--- config.mk ---
export PLATFORM = sky130hd
export DESIGN_NAME = if_fetch_unit_flat
export DESIGN_NICKNAME = d
export VERILOG_FILES = /design/src/rtl/if_fetch_unit_if.sv /design/src/rtl/if_fetch_unit.sv /design/src/flat_wrapper.sv
export SDC_FILE = /design/constraint.sdc
export NUM_CORES = 1
export LEC_CHECK = 0
export BUFFER_PORTS_ARGS = -buffer_cell sky130_fd_sc_hd__buf_2
export CORE_AREA = 4 4 144 146
export DETAILED_ROUTE_END_ITERATION = 8
export DIE_AREA = 0 0 148 150
export PLACE_DENSITY_LB_ADDON = 0.15
export SLEW_MARGIN = 20
export SYNTH_ARGS = -nofsm -noshare
export SYNTH_HDL_FRONTEND = slang
export SYNTH_SLANG_ARGS = --single-unit
--- constraint.sdc ---
create_clock -name clk_i -period 5.2 [get_ports clk_i]
set_input_delay 1.04 -clock clk_i [delete_from_list [all_inputs] [get_ports clk_i]]
set_output_delay 1.04 -clock clk_i [all_outputs]
set_load 0.01 [all_outputs]
--- src/rtl/if_fetch_unit_if.sv ---
`default_nettype none
// ============================================================================
// Module      : if_fetch_unit_if
// Description : Instruction-memory read bus between the fetch unit and the
//               instruction memory.  Request/acknowledge protocol.  The
//               request and address are held until the acknowledge arrives.
// Revision    : 1.0  initial release
// ============================================================================
interface if_fetch_unit_if #(
  parameter int IMEM_AW = 32
) ();

  logic               imem_req_o;
  logic [IMEM_AW-1:0] imem_addr_o;
  logic               imem_ack_i;
  logic [31:0]        imem_rdata_i;

  // Fetch unit side: issues requests, receives data.
  modport master (
    output imem_req_o,
    output imem_addr_o,
    input  imem_ack_i,
    input  imem_rdata_i
  );

  // Memory side: answers requests.
  modport slave (
    input  imem_req_o,
    input  imem_addr_o,
    output imem_ack_i,
    output imem_rdata_i
  );

endinterface : if_fetch_unit_if
`default_nettype wire

--- src/rtl/if_fetch_unit.sv ---
`default_nettype none
// ============================================================================
// Module      : if_fetch_unit
// Description : Instruction-fetch stage.  Issues one outstanding read per PC
//               value, buffers returned words in a small FIFO and presents
//               the head as {valid, instr, pc+4}.  Holds the PC register
//               while no fetch for its current value has been issued.
// Revision    : 1.0  initial release
// ============================================================================
module if_fetch_unit #(
  parameter int DEPTH   = 2,   // FIFO entries, power of two, >= 2
  parameter int IMEM_AW = 32   // instruction-memory address width
) (
  input  wire              clk_i,
  input  wire              rst_i,       // asynchronous, active low
  input  wire              start_i,
  input  wire [31:0]       pc_i,
  input  wire              flush_i,
  input  wire              id_stall_i,
  output logic             pc_stall_o,
  if_fetch_unit_if.master  imem,
  output logic             if_valid_o,
  output logic [31:0]      if_instr_o,
  output logic [31:0]      if_pc4_o
);

  // --------------------------------------------------------------------------
  // Constants
  // --------------------------------------------------------------------------
  localparam int c_ptr_w = $clog2(DEPTH);
  localparam int c_cnt_w = c_ptr_w + 1;
  localparam logic [c_cnt_w-1:0] c_depth = c_cnt_w'(DEPTH);

  // --------------------------------------------------------------------------
  // Control FSM states
  //   S_OFF     : run enable low
  //   S_READY   : running, nothing outstanding
  //   S_WAIT    : request outstanding, its data will be kept
  //   S_DISCARD : request outstanding, its data will be dropped
  // --------------------------------------------------------------------------
  typedef enum logic [1:0] {
    S_OFF     = 2'd0,
    S_READY   = 2'd1,
    S_WAIT    = 2'd2,
    S_DISCARD = 2'd3
  } state_t;

  state_t              r_state;

  // Memory request registers
  logic                r_req;
  logic [IMEM_AW-1:0]  r_addr;

  // Instruction FIFO storage and bookkeeping
  logic [31:0]         r_mem_instr [DEPTH];
  logic [31:0]         r_mem_pc4   [DEPTH];
  logic [c_ptr_w-1:0]  r_wr_ptr;
  logic [c_ptr_w-1:0]  r_rd_ptr;
  logic [c_cnt_w-1:0]  r_count;

  // Registered view of the FIFO head
  logic                r_valid;
  logic [31:0]         r_instr;
  logic [31:0]         r_pc4;

  // Combinational control
  logic                w_running;
  logic                w_ack;
  logic                w_push;
  logic                w_pop;
  logic                w_clear;
  logic                w_issue;
  logic [c_cnt_w-1:0]  w_cnt_after_pop;
  logic [c_cnt_w-1:0]  w_cnt_nxt;
  logic [c_ptr_w-1:0]  w_rd_ptr_nxt;
  logic [IMEM_AW-1:0]  w_pc_addr;
  logic [31:0]         w_req_pc;
  logic [31:0]         w_push_pc4;

  // --------------------------------------------------------------------------
  // Width adaptation between the 32-bit PC and the memory address bus.
  // The address is zero-extended or truncated; the FIFO always keeps a
  // 32-bit PC+4 derived from the registered request address.
  // --------------------------------------------------------------------------
  generate
    if (IMEM_AW == 32) begin : g_addr_eq
      assign w_pc_addr = pc_i;
      assign w_req_pc  = r_addr;
    end else if (IMEM_AW > 32) begin : g_addr_wide
      assign w_pc_addr = {{(IMEM_AW-32){1'b0}}, pc_i};
      assign w_req_pc  = r_addr[31:0];
    end else begin : g_addr_narrow
      assign w_pc_addr = pc_i[IMEM_AW-1:0];
      assign w_req_pc  = {{(32-IMEM_AW){1'b0}}, r_addr};
    end
  endgenerate

  // --------------------------------------------------------------------------
  // Handshake and FIFO occupancy arithmetic
  // --------------------------------------------------------------------------
  assign w_running       = (r_state != S_OFF);
  // An acknowledge only means something while a request is outstanding.
  assign w_ack           = imem.imem_ack_i & r_req;
  // Only a kept request writes the FIFO; DISCARD data is dropped here.
  assign w_push          = (r_state == S_WAIT) & imem.imem_ack_i;
  assign w_pop           = r_valid & ~id_stall_i & ~flush_i;
  // A redirect or the run enable dropping empties the buffer.
  assign w_clear         = flush_i | ~start_i;
  assign w_cnt_after_pop = r_count - c_cnt_w'(w_pop);
  assign w_cnt_nxt       = w_cnt_after_pop + c_cnt_w'(w_push);
  assign w_rd_ptr_nxt    = r_rd_ptr + c_ptr_w'(w_pop);
  assign w_push_pc4      = w_req_pc + 32'd4;

  // A new fetch is launched from READY, or back-to-back on the acknowledge
  // of a kept request, provided a FIFO slot is left for its data.
  assign w_issue = start_i & ~flush_i
                 & ((r_state == S_READY) | ((r_state == S_WAIT) & imem.imem_ack_i))
                 & (w_cnt_nxt < c_depth);

  // The PC may advance on issue, and must load the target on a redirect.
  assign pc_stall_o = w_running & ~flush_i & ~w_issue;

  // --------------------------------------------------------------------------
  // Control FSM together with the memory request/address registers
  // --------------------------------------------------------------------------
  always_ff @(posedge clk_i or negedge rst_i) begin
    if (!rst_i) begin
      r_state <= S_OFF;
      r_req   <= 1'b0;
      r_addr  <= '0;
    end else begin
      // Request and address are held stable until acknowledged.
      if (w_issue) begin
        r_req  <= 1'b1;
        r_addr <= w_pc_addr;
      end else if (w_ack) begin
        r_req  <= 1'b0;
      end

      case (r_state)
        S_OFF: begin
          // Nothing is issued in the cycle that leaves OFF.
          if (start_i) r_state <= S_READY;
        end
        S_READY: begin
          if (!start_i)     r_state <= S_OFF;
          else if (w_issue) r_state <= S_WAIT;
        end
        S_WAIT: begin
          if (!start_i)                  r_state <= imem.imem_ack_i ? S_OFF   : S_DISCARD;
          else if (flush_i)              r_state <= imem.imem_ack_i ? S_READY : S_DISCARD;
          else if (imem.imem_ack_i)      r_state <= w_issue ? S_WAIT : S_READY;
        end
        S_DISCARD: begin
          // The stale request finishes here; its data never enters the FIFO.
          if (imem.imem_ack_i) r_state <= start_i ? S_READY : S_OFF;
        end
        default: r_state <= S_OFF;
      endcase
    end
  end

  // --------------------------------------------------------------------------
  // FIFO pointers and occupancy
  // --------------------------------------------------------------------------
  always_ff @(posedge clk_i or negedge rst_i) begin
    if (!rst_i) begin
      r_wr_ptr <= '0;
      r_rd_ptr <= '0;
      r_count  <= '0;
    end else if (w_clear) begin
      r_wr_ptr <= '0;
      r_rd_ptr <= '0;
      r_count  <= '0;
    end else begin
      if (w_push) r_wr_ptr <= r_wr_ptr + c_ptr_w'(1);
      r_rd_ptr <= w_rd_ptr_nxt;
      r_count  <= w_cnt_nxt;
    end
  end

  // --------------------------------------------------------------------------
  // FIFO storage: returned word and the PC+4 of the address that fetched it
  // --------------------------------------------------------------------------
  always_ff @(posedge clk_i) begin
    if (w_push && !w_clear) begin
      r_mem_instr[r_wr_ptr] <= imem.imem_rdata_i;
      r_mem_pc4[r_wr_ptr]   <= w_push_pc4;
    end
  end

  // --------------------------------------------------------------------------
  // Registered FIFO head.  When the pop empties all older entries the head
  // comes straight from the bus; otherwise from storage.  When the FIFO goes
  // empty the instruction and PC+4 keep their last value.
  // --------------------------------------------------------------------------
  always_ff @(posedge clk_i or negedge rst_i) begin
    if (!rst_i) begin
      r_valid <= 1'b0;
      r_instr <= '0;
      r_pc4   <= '0;
    end else if (w_clear) begin
      r_valid <= 1'b0;
    end else begin
      r_valid <= (w_cnt_nxt != '0);
      if (w_cnt_nxt != '0) begin
        if (w_cnt_after_pop == '0) begin
          r_instr <= imem.imem_rdata_i;
          r_pc4   <= w_push_pc4;
        end else begin
          r_instr <= r_mem_instr[w_rd_ptr_nxt];
          r_pc4   <= r_mem_pc4[w_rd_ptr_nxt];
        end
      end
    end
  end

  // --------------------------------------------------------------------------
  // Output mapping
  // --------------------------------------------------------------------------
  assign imem.imem_req_o  = r_req;
  assign imem.imem_addr_o = r_addr;
  assign if_valid_o       = r_valid;
  assign if_instr_o       = r_instr;
  assign if_pc4_o         = r_pc4;

endmodule : if_fetch_unit
`default_nettype wire

--- src/flat_wrapper.sv ---
// flat-port wrapper written by rule: the top's interface ports become plain ports
module if_fetch_unit_flat 
#(
  parameter int DEPTH   = 2,                                      
  parameter int IMEM_AW = 32                                      
)
  (clk_i, rst_i, start_i, pc_i, flush_i, id_stall_i, pc_stall_o, if_valid_o, if_instr_o, if_pc4_o, imem_imem_req_o, imem_imem_addr_o, imem_imem_ack_i, imem_imem_rdata_i);
  if_fetch_unit_if #(.IMEM_AW(IMEM_AW)) imem_i ();
  input  wire clk_i;
  input  wire rst_i;
  input  wire start_i;
  input  wire [31:0] pc_i;
  input  wire flush_i;
  input  wire id_stall_i;
  output logic pc_stall_o;
  output logic if_valid_o;
  output logic [31:0] if_instr_o;
  output logic [31:0] if_pc4_o;
  output wire logic [$bits(imem_i.imem_req_o)-1:0] imem_imem_req_o;
  output wire logic [$bits(imem_i.imem_addr_o)-1:0] imem_imem_addr_o;
  input wire logic [$bits(imem_i.imem_ack_i)-1:0] imem_imem_ack_i;
  input wire logic [$bits(imem_i.imem_rdata_i)-1:0] imem_imem_rdata_i;
  assign imem_imem_req_o = imem_i.imem_req_o;
  assign imem_imem_addr_o = imem_i.imem_addr_o;
  assign imem_i.imem_ack_i = imem_imem_ack_i;
  assign imem_i.imem_rdata_i = imem_imem_rdata_i;
  if_fetch_unit #(.DEPTH(DEPTH), .IMEM_AW(IMEM_AW)) u_core (.clk_i(clk_i), .rst_i(rst_i), .start_i(start_i), .pc_i(pc_i), .flush_i(flush_i), .id_stall_i(id_stall_i), .pc_stall_o(pc_stall_o), .imem(imem_i), .if_valid_o(if_valid_o), .if_instr_o(if_instr_o), .if_pc4_o(if_pc4_o));
endmodule
==> results.py, run 1 <==
metrics = {
    "logic_synthesis": {
        "syn_inst": 762,
        "ys_warn_count": 0,
        "synth_area_mm2": 0.009729,
        "ys.flop_type": "edfxtp_1",
        "async_reset_ff_frac": 0.4483,
        "synth_edf_count": 128,
        "ys_ff_latch": 232,
        "ys_types": 51,
        "avgSynthCellArea_um2": 12.77,
        "synth_seq_area_share": 0.6626,
        "synth.net_count": 835,
    },
    "cells_and_area": {
        "final_cell_mix": "buf_2 (167), edfxtp_1 (128), dfrtp_1 (104), o21ai_0 (93), nand2_1 (72)",
        "drive_above_1_share": 0.2865,
        "layout_commonest_cell": "buf_2",
        "n_antenna_cell": 0,
        "syn2layout_area_growth_pct": 18.71,
        "finalCoreUtilization": 0.5954,
        "fin_nets": 994,
    },
    "routing": {
        "via_count": 6601,
        "via_per_inst": 5.483,
        "ant_nets": 0,
        "first_pass_iters": 5,
        "drc": 0,
        "drt_iter0_markers": 318,
        "wl_per_cell_um": 18.70,
        "routed_wirelength_um": 22510,
    },
    "timing": {
        "fin_crit_ns": 4.039,
        "fin_crit_sh": 0.7768,
        "setup_violations": 0,
        "rsz0062_at_grt": "false",
        "maxSlewViolCount": 0,
        "finalClockSkew_ns": 0.005811,
        "hold_viol_final": 0,
        "tightest_slew_ns": 0.9391,
        "clock.fmax_ghz": 0.2476,
        "setup_tns_ns": 0,
        "slew_headroom": 0.3739,
    },
    "power": {
        "p_comb_frac": 0.214,
        "power.leakage_uw": 0.004559,
        "pwr-share-seq": 0.489,
        "power_density_mw_per_mm2": 464.8,
        "intPower_uw": 3738,
        "ir_worst_vdd_v": 0.0003240,
        "switchingPower_uw": 1630,
        "switching_share": 0.3036,
        "power_frac_clock": 0.297,
    },
    "setup_path": {
        "crit_required_ns": 4.16,
        "path_max_fanout": 5,
        "worstReg2RegStart": "u_core.if_valid_o",
        "arrival_ns": 3.00,
        "r2r_slack_ns": 2.03,
        "startpoint_type": "input port",
        "ff2ff_path_depth": 10,
        "criticalPathCategory": "in -> out",
        "r2r_end": "u_core.if_pc4_o[21]",
        "cp-end-kind": "primary output",
    },
    "grt": {
        "grt_pass1_vias": 6773,
        "grt_max_degree": 75,
        "antenna_found_initial": 0,
        "grt_usage": 0.2021,
        "grt-ovfl-total": 0,
        "grt_pass1_wl_um": 36130,
    },
    "clock_network": {
        "hold_buffers": 0,
        "clk_latency_ns": 0.50,
        "clkTransAtPathRegs_ns": 0.06,
        "clkSinkCount": 232,
        "root_buffer": "clkbuf_16",
        "cts_resized": 0,
        "cts_buffers": 25,
        "cts.htree.levels": 1,
        "cts_setup_buffers": 0,
        "clockBufferDepth": 3,
        "cts_tree": "done",
    },
    "floorplanning": {
        "dieArea_mm2": 0.02220,
        "core_mm2": 0.01940,
        "io_pins": 169,
        "start_util": 0.5015,
        "die_w_um": 148,
        "rows": 51,
        "die_height_um": 150,
    },
    "place": {
        "hpwl_um": 14430,
        "port_buffers": 168,
        "gp_congestion": 0.8245,
    },
    "hold_path": {
        "hp-start": "u_core.if_instr_o[13]",
        "holdPathEnd": "u_core.if_instr_o[13]",
        "hold_path.class": "reg -> reg",
        "min_path_cells": 2,
    },
    "job": {
        "maxCapViolCount": 0,
    },
    "status": {
        "status": "complete, no violations",
    },
}
## synthesized netlist by cell type, drive strengths merged, types with 3 or more instances
master | number | area (um2)
or2 | 4 | 25.03
xnor2 | 17 | 148.9
xor2 | 7 | 61.31
and4 | 4 | 35.03
nor2b | 47 | 294.0
a21oi | 8 | 43.79
mux2 | 42 | 473.0
dfrtp | 104 | 2603
o31a | 4 | 35.03
ha | 3 | 37.54
nand2 | 74 | 277.8
and2 | 4 | 25.02
o21ai | 102 | 510.5
o22ai | 3 | 18.77
inv | 11 | 41.29
mux2i | 9 | 90.09
a211oi | 45 | 337.8
and3 | 4 | 25.02
nand3 | 16 | 92.59
buf | 15 | 85.07
nor2 | 17 | 63.81
nand4 | 13 | 81.33
nor3 | 10 | 50.05
edfxtp | 128 | 3844
nand2b | 6 | 37.54
clkbuf | 32 | 120.1
o31ai | 6 | 50.05
nor4 | 9 | 56.30
## logic make-up after synthesis
kind of cell,after synthesis,share of synthesized area
fa+ha+maj,3,0.003858
simple gates,214,0.1141
xor+xnor,25,0.02392
mux,51,0.05787
compound gates,179,0.1124
flops,232,0.6626
buf+inv,58,0.02533
## per-layer routing
layer,track usage,wire length (um),vias up
met1,0.2880,10140,3207
met3,0.03210,1410,32
met4,0.05035,408,0
li1,-,-,3136
met2,0.3288,10550,226
met5,0,0,-
## power groups by stage
stage               Combinational [uW]  Sequential [uW]  Clock, uW
floorplan                          498             2730          0
global placement                  1130             2640          0
detailed placement                1160             2660          0
CTS                               1170             2630       1630
global route                      1270             2680       1710
finish                            1150             2630       1590
## worst max-delay path, cell delays in order
cell     delay (ns)
buf_2          0.12
nor3b_1        0.43
ha_1           0.36
inv_1          0.07
ha_1           0.14
xnor3_1        0.28
nand2_1        0.19
a21oi_4        0.04
nor3_1         0.16
buf_2          0.15
## per-stage QoR
stage	hold WS [ns]	area [um2]	setup WS (ns)	cells	power [uW]
after global placement	0.4554	10820	1.230	1159	3776
after global routing	0.4986	11550	1.046	1204	5667
after CTS	0.4760	11550	1.130	1204	5428
final	0.4708	11550	1.161	1204	5368
after detailed placement	0.4628	10820	1.143	1159	3825
after floorplan	0.4771	9734	1.026	762	3231
## worst max path at each step
stage / end / startpoint / slack, ns / cells after the start
6_report: pc_stall_o / flush_i / 1.16 / 10
4_1_cts: pc_stall_o / flush_i / 1.13 / 10
5_1_grt: pc_stall_o / flush_i / 1.05 / 10
3_5_place_dp: pc_stall_o / flush_i / 1.14 / 10
3_3_place_gp: pc_stall_o / flush_i / 1.23 / 10
2_1_floorplan: u_core.r_mem_instr[0][0] / flush_i / 1.03 / 2
## registers in the layout, summed over array words and instances, names as in the netlist, 2 cells and up
signal and cells:
u_core.if_pc4_o 32, u_core.r_mem_pc4 64, u_core.r_mem_instr 64, u_core.if_instr_o 32
u_core.r_state 2, u_core.r_count 2, u_core.imem.imem_addr_o 32
## layout make-up
| class | count | area [um2] |
|---|---|---|
| Tap cell | 265 | 331.6 |
| Inverter | 11 | 41.29 |
| Multi-Input combinational cell | 472 | 3070 |
| Clock inverter | 10 | 51.30 |
| Clock buffer | 35 | 683.2 |
| Sequential cell | 232 | 6446 |
| Fill cell | 1632 | 7849 |
| Timing Repair Buffer | 179 | 925.9 |
(Power assumes the default switching activity.)
==> run 2, diff against run 1 <==
--- a/config.mk
+++ b/config.mk
@@ -6,9 +6,9 @@
 export NUM_CORES = 1
 export LEC_CHECK = 0
 export BUFFER_PORTS_ARGS = -buffer_cell sky130_fd_sc_hd__buf_2
-export CORE_AREA = 4 4 144 146
+export CORE_AREA = 4 4 137 139
 export DETAILED_ROUTE_END_ITERATION = 8
-export DIE_AREA = 0 0 148 150
+export DIE_AREA = 0 0 141 143
 export PLACE_DENSITY_LB_ADDON = 0.15
 export SLEW_MARGIN = 20
 export SYNTH_ARGS = -nofsm -noshare
==> constraint.sdc (replaced) <==
create_clock -name clk_i -period 3.9 [get_ports clk_i]
set_input_delay 0.78 -clock clk_i [delete_from_list [all_inputs] [get_ports clk_i]]
set_output_delay 0.78 -clock clk_i [all_outputs]
set_load 0.01 [all_outputs]
==> run 2 against run 1 <==
  * Critical endpoint unchanged
  * Design area grew 1.4%
  * Highest routed layer unchanged
  * Sequential share of layout area shrank 0.78 points
  * Setup slack got worse by 0.75 ns
==> results.py, run 2 (same netlist as run 1, synthesis figures left out) <==
metrics = {
    "job": {
        "maxCapViolCount": 0,
    },
    "power": {
        "ir_worst_vdd_v": 0.0004265,
        "pwr-share-seq": 0.464,
        "power_uw": 7567,
        "power_frac_clock": 0.334,
        "switching_share": 0.2933,
        "power_density_mw_per_mm2": 646.0,
        "power.leakage_uw": 0.004672,
        "p_comb_frac": 0.202,
        "switchingPower_uw": 2220,
        "intPower_uw": 5348,
    },
    "setup_path": {
        "r2r_end": "u_core.if_instr_o[15]",
        "arrival_ns": 2.71,
        "slowest_stage": "nor3b_1",
        "crit_required_ns": 3.12,
        "cp_slowest_stage_delay_ns": 0.41,
        "path_max_fanout": 5,
        "startpoint_type": "input port",
        "r2r_slack_ns": 1.07,
        "path_cells": "buf_2, nor3b_1, ha_1, inv_1, ha_1, xnor3_1, nand2_1, a21oi_4, nor3_1, buf_2",
        "criticalPathCategory": "in -> out",
        "worstReg2RegStart": "u_core.if_valid_o",
        "cp-end-kind": "primary output",
        "ff2ff_path_depth": 11,
    },
    "clock_network": {
        "clkSinkCount": 232,
        "cts_tree": "done",
        "clkTransAtPathRegs_ns": 0.06,
        "hold_buffers": 0,
        "clk_latency_ns": 0.52,
        "root_buffer": "clkbuf_16",
        "cts.htree.levels": 1,
        "cts_setup_buffers": 0,
        "cts_resized": 0,
        "clockBufferDepth": 3,
        "cts_buffers": 25,
    },
    "grt": {
        "grt_usage": 0.2225,
        "grt_pass1_vias": 6935,
        "antenna_found_initial": 0,
        "grt_pass1_wl_um": 36230,
        "grt-ovfl-total": 0,
        "grt_max_degree": 86,
    },
    "routing": {
        "via_count": 6656,
        "via_per_inst": 5.679,
        "routed_wirelength_um": 22400,
        "wl_per_cell_um": 19.11,
        "ant_nets": 0,
        "first_pass_iters": 5,
        "drt_iter0_markers": 466,
        "drc": 0,
    },
    "timing": {
        "finalClockSkew_ns": 0.01078,
        "hold_viol_final": 0,
        "setup_tns_ns": 0,
        "rsz0062_at_grt": "false",
        "fin_crit_sh": 0.8958,
        "maxSlewViolCount": 0,
        "slew_headroom": 0.3728,
        "fin_crit_ns": 3.494,
        "setup_violations": 0,
        "clock.fmax_ghz": 0.2862,
        "tightest_slew_ns": 0.9407,
    },
    "cells_and_area": {
        "n_antenna_cell": 0,
        "top_regs": "u_core.r_mem_instr x64, u_core.r_mem_pc4 x64",
        "final_cell_mix": "buf_2 (167), edfxtp_1 (128), dfrtp_1 (104), o21ai_0 (93), nand2_1 (72)",
        "layout_commonest_cell": "buf_2",
        "syn2layout_area_growth_pct": 20.40,
        "fin_nets": 997,
        "drive_above_1_share": 0.2948,
        "postLayoutCellArea_mm2": 0.01171,
    },
    "floorplanning": {
        "die_w_um": 141,
        "core_mm2": 0.01766,
        "start_util": 0.5510,
        "io_pins": 169,
        "dieArea_mm2": 0.02016,
        "rows": 49,
        "die_height_um": 143,
    },
    "status": {
        "status": "complete, no violations",
    },
    "place": {
        "hpwl_um": 14360,
        "gp_congestion": 0.8838,
        "port_buffers": 168,
        "placed_area_mm2": 0.01082,
    },
    "hold_path": {
        "hold_path.class": "in -> async",
    },
}
[run 2: worst max path at each step]
stage / slack (ns) / end / startpoint / cells past startpoint
3_3_place_gp: 0.48 / pc_stall_o / flush_i / 10
6_report: 0.41 / pc_stall_o / flush_i / 10
2_1_floorplan: 0.60 / pc_stall_o / flush_i / 9
3_5_place_dp: 0.40 / pc_stall_o / flush_i / 10
5_1_grt: 0.27 / pc_stall_o / u_core.if_valid_o / 9
4_1_cts: 0.39 / pc_stall_o / u_core.if_valid_o / 9
[run 2: routing by layer]
layer  global-route usage  part of all wire  up-vias
met5                    0                 0        -
met4              0.05303             0.013        0
met3              0.03516             0.059       23
met2               0.3803              0.50      199
met1               0.3039              0.43     3300
li1                     -                 -     3134
[run 2: final cells by class]
type	instances	area, um2
flip-flops and latches	232	6446
fillers	1355	5943
multi-input cells	472	3070
repair buffers	182	977.2
clock buffers	27	633.1
well taps	229	286.5
clock inverters	19	259.0
inverters	11	41.29
[run 2: critical path: cells and delay by family]
family                     cells  cell delay (ns)
AOI/OAI and AO/OA              1             0.05
xor gates and xnor gates       1             0.29
and+or+nand+nor                3             0.76
adders and majority gates      2             0.50
buffers and inverters          3             0.35
[run 2: through the flow]
stage	worst slack (ns)	hold WS, ns	util	std cells
global route	0.2728	0.3823	0.6634	1172
finish	0.4063	0.3122	0.6634	1172
CTS	0.3924	0.3441	0.6634	1172
floorplan	0.6000	0.4771	-	762
global placement	0.4773	0.4561	0.6127	1126
detailed placement	0.4041	0.4659	0.6129	1126
[run 2: power by group through the flow]
stage | clock (uW) | combinational (uW) | sequential, uW
2_1_floorplan | 0 | 665 | 3640
3_3_place_gp | 0 | 1490 | 3530
3_5_place_dp | 0 | 1540 | 3560
4_1_cts | 2580 | 1550 | 3510
5_1_grt | 2690 | 1700 | 3580
6_report | 2530 | 1530 | 3510
==> run 3, diff against run 2 <==
==> constraint.sdc (replaced) <==
create_clock -name clk_i -period 3.9 [get_ports clk_i]
set_input_delay 0.78 -clock clk_i [delete_from_list [all_inputs] [get_ports clk_i]]
set_output_delay 0.78 -clock clk_i [all_outputs]
set_load 0.1 [all_outputs]
==> run 3 against run 2 <==
  * Cell count decreased by 0.17%
  * Hold slack better by 0.017 ns
  * Sequential share of layout area increased by 0.60 points
  * Flip-flop and latch count stayed put
  * Clock skew up 0.0026 ns
  * Total power up 33%
==> results.py, run 3 (same netlist as run 1, synthesis figures left out) <==
metrics = {
    "timing": {
        "hold_viol_final": 0,
        "clock.fmax_ghz": 0.2855,
        "tightest_slew_ns": 0.7709,
        "fin_crit_sh": 0.8980,
        "rsz0062_at_grt": "false",
        "setup_violations": 0,
        "worst_hold_slack_ns": 0.3295,
        "slew_headroom": 0.4842,
        "setup_tns_ns": 0,
        "maxSlewViolCount": 0,
        "fin_crit_ns": 3.502,
        "finalClockSkew_ns": 0.01337,
    },
    "floorplanning": {
        "die_w_um": 141,
        "start_util": 0.5510,
        "die_height_um": 143,
        "core_mm2": 0.01766,
        "rows": 49,
        "dieArea_mm2": 0.02016,
        "io_pins": 169,
    },
    "grt": {
        "grt_pass1_vias": 6727,
        "grt_max_degree": 111,
        "grt_usage": 0.2204,
        "grt-ovfl-total": 0,
        "grt_pass1_wl_um": 35640,
        "antenna_found_initial": 0,
    },
    "clock_network": {
        "clk_latency_ns": 0.51,
        "cts.htree.levels": 1,
        "cts_resized": 0,
        "root_buffer": "clkbuf_16",
        "hold_buffers": 0,
        "clkSinkCount": 232,
        "clkTransAtPathRegs_ns": 0.06,
        "cts_buffers": 24,
        "cts_setup_buffers": 0,
        "cts_tree": "done",
        "clockBufferDepth": 3,
    },
    "setup_path": {
        "slowest_stage": "ha_1",
        "crit_required_ns": 3.12,
        "cp_slowest_stage_delay_ns": 0.32,
        "r2r_slack_ns": 1.08,
        "r2r_end": "u_core.if_instr_o[11]",
        "path_max_fanout": 5,
        "arrival_ns": 2.72,
        "cpLargestDelayFamily": "simple AND/OR/NAND/NOR gates",
        "crit_top_cell": "ha_1",
        "ff2ff_path_depth": 11,
        "path_cells": "buf_2, nor3b_1, ha_1, inv_1, ha_1, xnor3_1, nand2_1, a21oi_4, nor3_4, buf_12",
        "worstReg2RegStart": "u_core.if_valid_o",
        "critPathBufInv": 3,
        "criticalPathCategory": "in -> out",
        "startpoint_type": "input port",
        "cp-end-kind": "primary output",
    },
    "routing": {
        "first_pass_iters": 5,
        "drt_iter0_markers": 358,
        "via_count": 6669,
        "drc": 0,
        "via_per_inst": 5.700,
        "ant_nets": 0,
        "wl_per_cell_um": 18.83,
        "routed_wirelength_um": 22030,
    },
    "job": {
        "maxCapViolCount": 0,
    },
    "cells_and_area": {
        "regArea_mm2": 0.006447,
        "syn2layout_area_growth_pct": 19.11,
        "layout_commonest_cell": "buf_2",
        "finalCoreUtilization": 0.6563,
        "fill_cells": 1337,
        "fin_nets": 996,
        "multi_input_area_mm2": 0.003082,
        "top_regs": "u_core.r_mem_instr x64, u_core.r_mem_pc4 x64",
        "drive_above_1_share": 0.2933,
        "n_antenna_cell": 0,
        "final_cell_mix": "buf_2 (166), edfxtp_1 (128), dfrtp_1 (103), o21ai_0 (93), nand2_1 (72)",
    },
    "place": {
        "hpwl_um": 14370,
        "gp_congestion": 0.8593,
        "port_buffers": 168,
    },
    "power": {
        "power.leakage_uw": 0.004605,
        "power_density_mw_per_mm2": 868.0,
        "ir_worst_vdd_v": 0.0006804,
    },
    "hold_path": {
        "hold_path.class": "in -> async",
    },
    "status": {
        "status": "complete, no violations",
    },
}
## run 3: changes by cell type in the layout (fill, tap and decap cells not counted), moves of 2 or more
cell and delta:
clkbuf_8 +2, buf_12 +2, clkbuf_1 +3, bufinv_16 -6
## run 3: power by group
part           internal [uW]  switching [uW]  total, uW
Clock                   1210             890       2100
Sequential              3100             407       3510
Combinational            675            3780       4460
## run 3: metal layers
metal / share of wire / GRT usage / up-vias / wire length [um]
li1: - / - / 3137 / -
met1: 0.43 / 0.2977 / 3283 / 9518
met2: 0.49 / 0.3785 / 228 / 10720
met3: 0.068 / 0.04119 / 21 / 1503
met4: 0.013 / 0.04640 / 0 / 284
met5: 0 / 0 / - / 0
## run 3: area by class of cell
class                           count  area share
Clock buffer                       32     0.05798
Clock inverter                     12    0.005075
Tap cell                          229     0.02472
Inverter                           11    0.003563
Multi-Input combinational cell    472      0.2659
Timing Repair Buffer              182     0.08637
Sequential cell                   232      0.5564
## run 3: worst max-delay path by stage
stage | endpoint | cells past startpoint | start
floorplan | pc_stall_o | 9 | flush_i
detailed placement | pc_stall_o | 10 | flush_i
global placement | pc_stall_o | 10 | flush_i
CTS | pc_stall_o | 10 | flush_i
finish | pc_stall_o | 10 | flush_i
global route | pc_stall_o | 10 | flush_i
## run 3: through the flow
stage          setup slack, ns  total power [uW]  std cells  area (um2)
2_1_floorplan          0.08080              7189        762        9753
3_3_place_gp            0.5224              7953       1126       10860
3_5_place_dp            0.4181              8025       1126       10860
4_1_cts                 0.4136             10120       1170       11590
5_1_grt                 0.2155             10430       1170       11590
6_report                0.3978             10060       1170       11590
